**src/rtl/axi_vga_fb_lite_regs.sv**
```systemverilog
// axi_vga_fb_lite_regs: AXI4-Lite control-register slave for the VGA framebuffer.
// Holds four host-programmed words plus a read-only status word. The programmed
// words are copied to the video core only on frame_start, so every frame is
// rendered with one coherent configuration.
`timescale 1ns/1ps

module axi_vga_fb_lite_regs #(
  parameter int C_S_AXI_DATA_WIDTH = 32,
  parameter int C_S_AXI_ADDR_WIDTH = 5
) (
  input  logic                              S_AXI_ACLK,
  input  logic                              S_AXI_ARESET,
  input  logic [C_S_AXI_ADDR_WIDTH-1:0]     S_AXI_AWADDR,
  input  logic                              S_AXI_AWVALID,
  output logic                              S_AXI_AWREADY,
  input  logic [C_S_AXI_DATA_WIDTH-1:0]     S_AXI_WDATA,
  input  logic [C_S_AXI_DATA_WIDTH/8-1:0]   S_AXI_WSTRB,
  input  logic                              S_AXI_WVALID,
  output logic                              S_AXI_WREADY,
  output logic [1:0]                        S_AXI_BRESP,
  output logic                              S_AXI_BVALID,
  input  logic                              S_AXI_BREADY,
  input  logic [C_S_AXI_ADDR_WIDTH-1:0]     S_AXI_ARADDR,
  input  logic                              S_AXI_ARVALID,
  output logic                              S_AXI_ARREADY,
  output logic [C_S_AXI_DATA_WIDTH-1:0]     S_AXI_RDATA,
  output logic [1:0]                        S_AXI_RRESP,
  output logic                              S_AXI_RVALID,
  input  logic                              S_AXI_RREADY,
  input  logic                              frame_start,
  input  logic                              vblank,
  output logic [4*C_S_AXI_DATA_WIDTH-1:0]   active_regs
);

  localparam int         DW          = C_S_AXI_DATA_WIDTH;
  localparam int         STRB_W      = DW / 8;
  localparam int         NUM_REGS    = 4;
  localparam logic [1:0] RESP_OKAY   = 2'b00;
  localparam logic [1:0] RESP_SLVERR = 2'b10;
  localparam logic [2:0] IDX_STATUS  = 3'd4;

  // Program copy: what the host sees and edits.
  logic [NUM_REGS-1:0][DW-1:0] prog_q;
  logic [15:0]                 frame_cnt_q;
  logic                        pending_q;
  logic                        vblank_q;

  logic          wr_en;
  logic          rd_en;
  logic [2:0]    wr_idx;
  logic [2:0]    rd_idx;
  logic          wr_to_reg;
  logic [1:0]    wr_resp;
  logic [1:0]    rd_resp;
  logic [DW-1:0] rd_data;
  logic [DW-1:0] status_word;
  logic          unused_addr_bits;

  // Byte-offset bits carry no information on a word-only register file.
  assign unused_addr_bits = ^{S_AXI_AWADDR[1:0], S_AXI_ARADDR[1:0]};

  assign wr_idx = S_AXI_AWADDR[4:2];
  assign rd_idx = S_AXI_ARADDR[4:2];

  // A write is taken only once AW and W are jointly valid and the previous
  // response has drained; reset masks the handshake so READY stays low.
  assign wr_en         = S_AXI_AWVALID & S_AXI_WVALID & ~S_AXI_BVALID & ~S_AXI_ARESET;
  assign rd_en         = S_AXI_ARVALID & ~S_AXI_RVALID & ~S_AXI_ARESET;
  assign S_AXI_AWREADY = wr_en;
  assign S_AXI_WREADY  = wr_en;
  assign S_AXI_ARREADY = rd_en;

  assign wr_to_reg = wr_en & ~wr_idx[2];
  assign wr_resp   = (wr_idx > IDX_STATUS) ? RESP_SLVERR : RESP_OKAY;

  assign status_word = {frame_cnt_q, {(DW-18){1'b0}}, vblank_q, pending_q};

  // Read address decode: program copy, status, or SLVERR with zero data.
  always_comb begin
    // NOTE: every output of this block gets a default first so no path can
    // leave it unassigned and infer a latch.
    rd_data = '0;
    rd_resp = RESP_OKAY;
    if (!rd_idx[2]) begin
      rd_data = prog_q[rd_idx[1:0]];
    end else if (rd_idx == IDX_STATUS) begin
      rd_data = status_word;
    end else begin
      rd_resp = RESP_SLVERR;
    end
  end

  // Write channel: byte-lane update of the program copy and the B response.
  always_ff @(posedge S_AXI_ACLK) begin
    if (S_AXI_ARESET) begin
      // NOTE: the register array is small and its reset value is visible to
      // the host, so it is cleared with the rest of the state.
      prog_q       <= '0;
      S_AXI_BVALID <= 1'b0;
      S_AXI_BRESP  <= RESP_OKAY;
    end else if (wr_en) begin
      // NOTE: non-blocking updates mean a read or frame commit in this same
      // cycle still sees the pre-write contents.
      if (wr_to_reg) begin
        for (int b = 0; b < STRB_W; b++) begin
          if (S_AXI_WSTRB[b]) begin
            prog_q[wr_idx[1:0]][8*b +: 8] <= S_AXI_WDATA[8*b +: 8];
          end
        end
      end
      S_AXI_BVALID <= 1'b1;
      S_AXI_BRESP  <= wr_resp;
    end else if (S_AXI_BREADY) begin
      S_AXI_BVALID <= 1'b0;
    end
  end

  // Read channel: capture data at accept and hold it until RREADY.
  always_ff @(posedge S_AXI_ACLK) begin
    if (S_AXI_ARESET) begin
      S_AXI_RVALID <= 1'b0;
      S_AXI_RDATA  <= '0;
      S_AXI_RRESP  <= RESP_OKAY;
    end else if (rd_en) begin
      S_AXI_RVALID <= 1'b1;
      S_AXI_RDATA  <= rd_data;
      S_AXI_RRESP  <= rd_resp;
    end else if (S_AXI_RREADY) begin
      S_AXI_RVALID <= 1'b0;
    end
  end

  // Frame boundary: commit program copy, count frames, track pending edits.
  always_ff @(posedge S_AXI_ACLK) begin
    if (S_AXI_ARESET) begin
      active_regs <= '0;
      frame_cnt_q <= '0;
      pending_q   <= 1'b0;
      vblank_q    <= 1'b0;
    end else begin
      vblank_q <= vblank;
      if (frame_start) begin
        active_regs <= prog_q;
        frame_cnt_q <= frame_cnt_q + 16'd1;
      end
      // A write landing on the commit edge is not in this frame, so it wins.
      if (wr_to_reg) begin
        pending_q <= 1'b1;
      end else if (frame_start) begin
        pending_q <= 1'b0;
      end
    end
  end

endmodule

```
**config.mk**
```make
export PLATFORM = sky130hd
export DESIGN_NAME = axi_vga_fb_lite_regs
export DESIGN_NICKNAME = d
export VERILOG_FILES = /design/src/rtl/axi_vga_fb_lite_regs.sv
export SDC_FILE = /design/constraint.sdc
export NUM_CORES = 1
export LEC_CHECK = 0
export BUFFER_PORTS_ARGS = -buffer_cell sky130_fd_sc_hd__buf_2
export CAP_MARGIN = 5
export CELL_PAD_IN_SITES_DETAIL_PLACEMENT = 0
export CELL_PAD_IN_SITES_GLOBAL_PLACEMENT = 2
export CORE_MARGIN = 2
export CORE_UTILIZATION = 33
export CTS_BUF_LIST = sky130_fd_sc_hd__clkbuf_8
export DETAILED_ROUTE_END_ITERATION = 8
export PLACE_DENSITY = 0.83
export SLEW_MARGIN = 20
export SYNTH_ARGS = -nofsm -noshare
export SYNTH_HDL_FRONTEND = slang
export SYNTH_SLANG_ARGS = --single-unit
export TNS_END_PERCENT = 100
```
**constraint.sdc**
```tcl
create_clock -name S_AXI_ACLK -period 1.7 [get_ports S_AXI_ACLK]
set_clock_uncertainty 0.1 [all_clocks]
set_input_delay 0.34 -clock S_AXI_ACLK [delete_from_list [all_inputs] [get_ports S_AXI_ACLK]]
set_output_delay 0.34 -clock S_AXI_ACLK [all_outputs]
set_load 0.05 [all_outputs]
```
# Word level (Yosys, flattened, before mapping)
# Cells that the tools add are included.
# W data, S select, Z words.
# word_totals
ff_bits,312
# op_classes
n_addsub,1
n_bitwise,10
n_reduce_logical,5
muxes,38
eq_ne,1
n_lt_le_gt_ge,4
# op_table
cell,count
$mux W128,13
$bwmux W128,4
$demux W32 S2,4
$mux W32,4
$bmux W32 S2,1
$mux W24,1
$add A16 B1 Y16 const B,1
$mux W16,1
$mux W8,1
$and A1 B1 Y1,6
$lt A2 B3 Y1 const B,2
$mux W1,6
$mux W2,3
$reduce_bool A2 Y1,3
$not A1 Y1,4
$eq A3 B3 Y1 const B,1
$gt A3 B3 Y1 const B,1
$ge A2 B1 Y1 const B,1
$reduce_and A2 Y1,1
$logic_and A1 B1 Y1,1

# Logic depth before layout (Yosys ltp)
# depth
depth_word,21
mapped_depth,7

# Worst setup path before layout
# No wires, ideal clock.
# synth_path
path_kind,input -> output
startpoint,in S_AXI_ARESET
endpoint,out S_AXI_WREADY
cell_stages,6
required_ns,1.260
arrival_ns,2.494
slack_ns,-1.234
path_buffers,5
cell_sequence,buf_6 > buf_2 > clkbuf_1 > buf_2 > nor3_1 > buf_4
# synth_via
elab_chain_cells,2
# synth_lines
element,line,rtl
from (decl),12,"input logic S_AXI_ARESET,"
$not A1 Y1,67,assign wr_en = S_AXI_AWVALID & S_AXI_WVALID & ~S_AXI_BVALID & ~S_AXI_ARESET;
$and A1 B1 Y1,67,
to (decl),19,"output logic S_AXI_WREADY,"
# Every way passes these cells.

# Worst setup path in the final report
# layout_path
startpoint,reg S_AXI_RVALID
endpoint,out S_AXI_ARREADY
# layout_via
elab_chain_cells,3
# layout_lines
element,line,rtl
from (decl),28,"output logic S_AXI_RVALID,"
from (signal assigned),121,S_AXI_RVALID <= 1'b0;
from (signal assigned),125,S_AXI_RVALID <= 1'b1;
from (signal assigned),129,S_AXI_RVALID <= 1'b0;
$not A1 Y1,68,assign rd_en = S_AXI_ARVALID & ~S_AXI_RVALID & ~S_AXI_ARESET;
$and A1 B1 Y1 (2 in a row),68,
to (decl),25,"output logic S_AXI_ARREADY,"
# Every way passes these cells.

==> flow_summary.yaml <==
outcome:
  run_status: "finished with violations"
  violations: "negative setup slack"
timing:
  fin_crit_sh: 1.19
  worst_slew_pin_slew_ns: 0.577
  finalSetupViolCount: 84
  fin_hold_ws_ns: 0.116
  finalCriticalPeriod_ns: 2.03
  rsz0062_at_grt: "yes"
  clock.fmax_mhz: 493
  maxSlewHeadroom: 0.615
  final_hold_viol_count: 0
  slew_viol_final: 0
  setup_ws_ns: -0.327
hold_path:
  min_path_cells: 3
  min_path_type: "primary input to flip-flop"
worst_setup_path:
  cp-start-kind: "flip-flop"
  ff2ff_setup_slack_ns: -0.15
  r2r_cells: 8
  required_ns: 1.26
  cp_max_fo: 2
  crit_path_max_incr_delay_ns: 0.39
  slowest_stage: "or3b_4"
  path_class: "flip-flop to primary output"
  worstPathCellList: "or3b_4, inv_4, buf_8"
  crit_arrival_ns: 1.59
  end_kind: "primary output"
placement:
  dp_hpwl_mm: 26.6
  place_area_sq_mm: 0.0147
  port_buffers: 217
  placedCellCount: 1957
  gp_congestion: 0.782
grt:
  grt_pass1_vias: 10300
  grt_overflow_total: 0
  grt_pass1_wl_mm: 60.6
  grt_max_degree: 112
  grt_antenna_before_repair: 2
  grt_usage: 0.199
yosys:
  netlist_area_sq_mm: 0.0126
  synth_edf_count: 0
  netlist_instances: 1263
  yosys_warnings: 0
  dominantRegCellSynth: "dfxtp_1"
  ys_seq_elements: 310
  yosysUniqueCellTypes: 51
  syn_area_per_cell_sq_um: 9.94
  synthArstFlopShare: 0
  yosysSeqAreaShare: 0.494
clocking:
  tritoncts: "built"
  cts_buffers: 54
  path_clk_slew_ns: 0.06
  clkLatencyLatePin_ns: 0.62
  cts_buffer_depth: 3
  numClockSinks: 310
  h-tree-depth: 2
  root_buffer: "clkbuf_8"
routing:
  via_count: 10900
  wirelength_mm: 43.3
  via_per_inst: 5.14
  wl_per_cell_microns: 20.4
  drc_errors: 0
  drtAntennaViolNets: 0
  drt_iter0_drc: 718
  dr.pass1.iters: 5
pwr:
  power_mw: 15.5
  vdd_ir_drop_max_uv: 501
  p_leak_nw: 7.26
  power_density_mw_per_mm2: 864
die:
  core_sq_mm: 0.0376
  initial_utilization: 0.334
  dieArea_sq_mm: 0.0396
  die_h_microns: 199
  ios: 224
  row_count: 71
  die_width_microns: 199
layout:
  area_growth_pct: 42.7
  final_cell_mix: "dfxtp_1, buf_4, mux2i_1, nor2_1, a21oi_1"
  fin_nets: 1632
  final_layout_size_suffix_gt1_frac: 0.377
  postLayoutCellArea_sq_mm: 0.0179
  fin_cells: 2125
  final_common_cell: "dfxtp_1"
  fin_util: 0.477
job:
  cap_viol_max_count: 0
through the flow:
stage / setup WS (ns) / setup TNS, ns
2_1_floorplan: -0.342 / -0.444
3_3_place_gp: -0.114 / -7.48
3_5_place_dp: -0.137 / -8.65
4_1_cts: -0.389 / -1.17
5_1_grt: -0.406 / -11.48
6_report: -0.327 / -6.21
worst paths after layout:
check,from,to
worst max-delay path,S_AXI_RVALID,S_AXI_ARREADY
worst max register to register,S_AXI_BVALID,prog_q[40]
worst min register to register,prog_q[23],prog_q[23]
worst min-delay path,S_AXI_ARADDR[2],S_AXI_RRESP[1]
cells by family (layout without fill, tap and decap cells):
family | count (synthesis) | count (layout) | synth area share
simple gates | 353 | 359 | 0.144
flops | 310 | 310 | 0.494
compound gates | 265 | 265 | 0.121
mux | 208 | 208 | 0.190
buf+inv | 121 | 463 | 0.0462
xor+xnor | 4 | 4 | 0.00279
fa+ha+maj | 1 | 1 | 0.000997
other cells | 1 | 4 | 0.000299
synth_stat cells, types with 3 or more instances:
master,count,share of area
a211oi_1,3,0.0018
a211oi_2,8,0.0080
a21oi_1,117,0.047
a221o_1,8,0.0064
a22o_1,14,0.0098
a22oi_1,10,0.0060
and3_1,8,0.0040
and4b_1,3,0.0024
buf_1,10,0.0030
buf_2,57,0.023
buf_4,5,0.0030
buf_6,4,0.0036
clkbuf_1,36,0.011
clkbuf_2,4,0.0016
dfxtp_1,310,0.49
inv_1,4,0.0012
mux2_2,25,0.022
mux2i_1,161,0.13
mux4_2,22,0.039
nand2_1,6,0.0018
nand2b_1,40,0.020
nand3_1,100,0.040
nand4_1,6,0.0030
nand4b_1,3,0.0021
nor2_1,152,0.045
nor2b_1,7,0.0035
nor4_1,4,0.0020
nor4b_2,3,0.0036
o21ai_0,90,0.036
o21ai_1,10,0.0040
o31ai_1,4,0.0024
or3_1,3,0.0015
or4_1,4,0.0024
or4b_4,3,0.0033
xor2_1,3,0.0021
per-layer routing:
layer	GRT usage	vias to the layer above	wire length, microns
met1	0.273	5365	19900
met3	0.0420	68	2240
met2	0.313	315	20200
met4	0.0622	0	980
met5	0	-	0
li1	-	5171	-
power by group:
group	internal (mW)	switching (mW)	total, mW	leakage (nW)
Sequential	7.31	0.0359	7.35	2.50
Combinational	0.588	0.877	1.47	4.15
Clock	3.60	3.06	6.65	0.608
worst max-delay path, delay by kind of cell (launching register included):
family                 cells  cell delay, ns
buffers and inverters      2            0.23
flip-flops                 1            0.35
AND/OR/NAND/NOR            1            0.39
sequential cells by signal, summed over array words and instances, names as in the netlist:
signal / flops
S_AXI_BRESP: 1
S_AXI_BVALID: 1
S_AXI_RDATA: 32
S_AXI_RRESP: 1
S_AXI_RVALID: 1
active_regs: 128
frame_cnt_q: 16
pending_q: 1
prog_q: 128
vblank_q: 1
area by class of cell:
| type | instances | area (sq um) |
|---|---|---|
| fillers | 3610 | 19700 |
| multi-input cells | 839 | 6640 |
| clock inverters | 23 | 95.1 |
| flip-flops and latches | 310 | 6220 |
| inverters | 5 | 21.3 |
| well taps | 511 | 639 |
| clock buffers | 69 | 950 |
| diodes | 2 | 5.00 |
| repair buffers | 366 | 3340 |
what timing repair did:
action | in CTS | in global routing
pin swaps | 6 | 101
setup endpoints to repair | 124 | 136
hold buffers | 39 | 0
buffers inserted | 5 | 12
gates resized for setup | 170 | 238
gates cloned | 0 | 18
hold endpoints to repair | 135 | 0
Power figures use the tool's default switching activity.
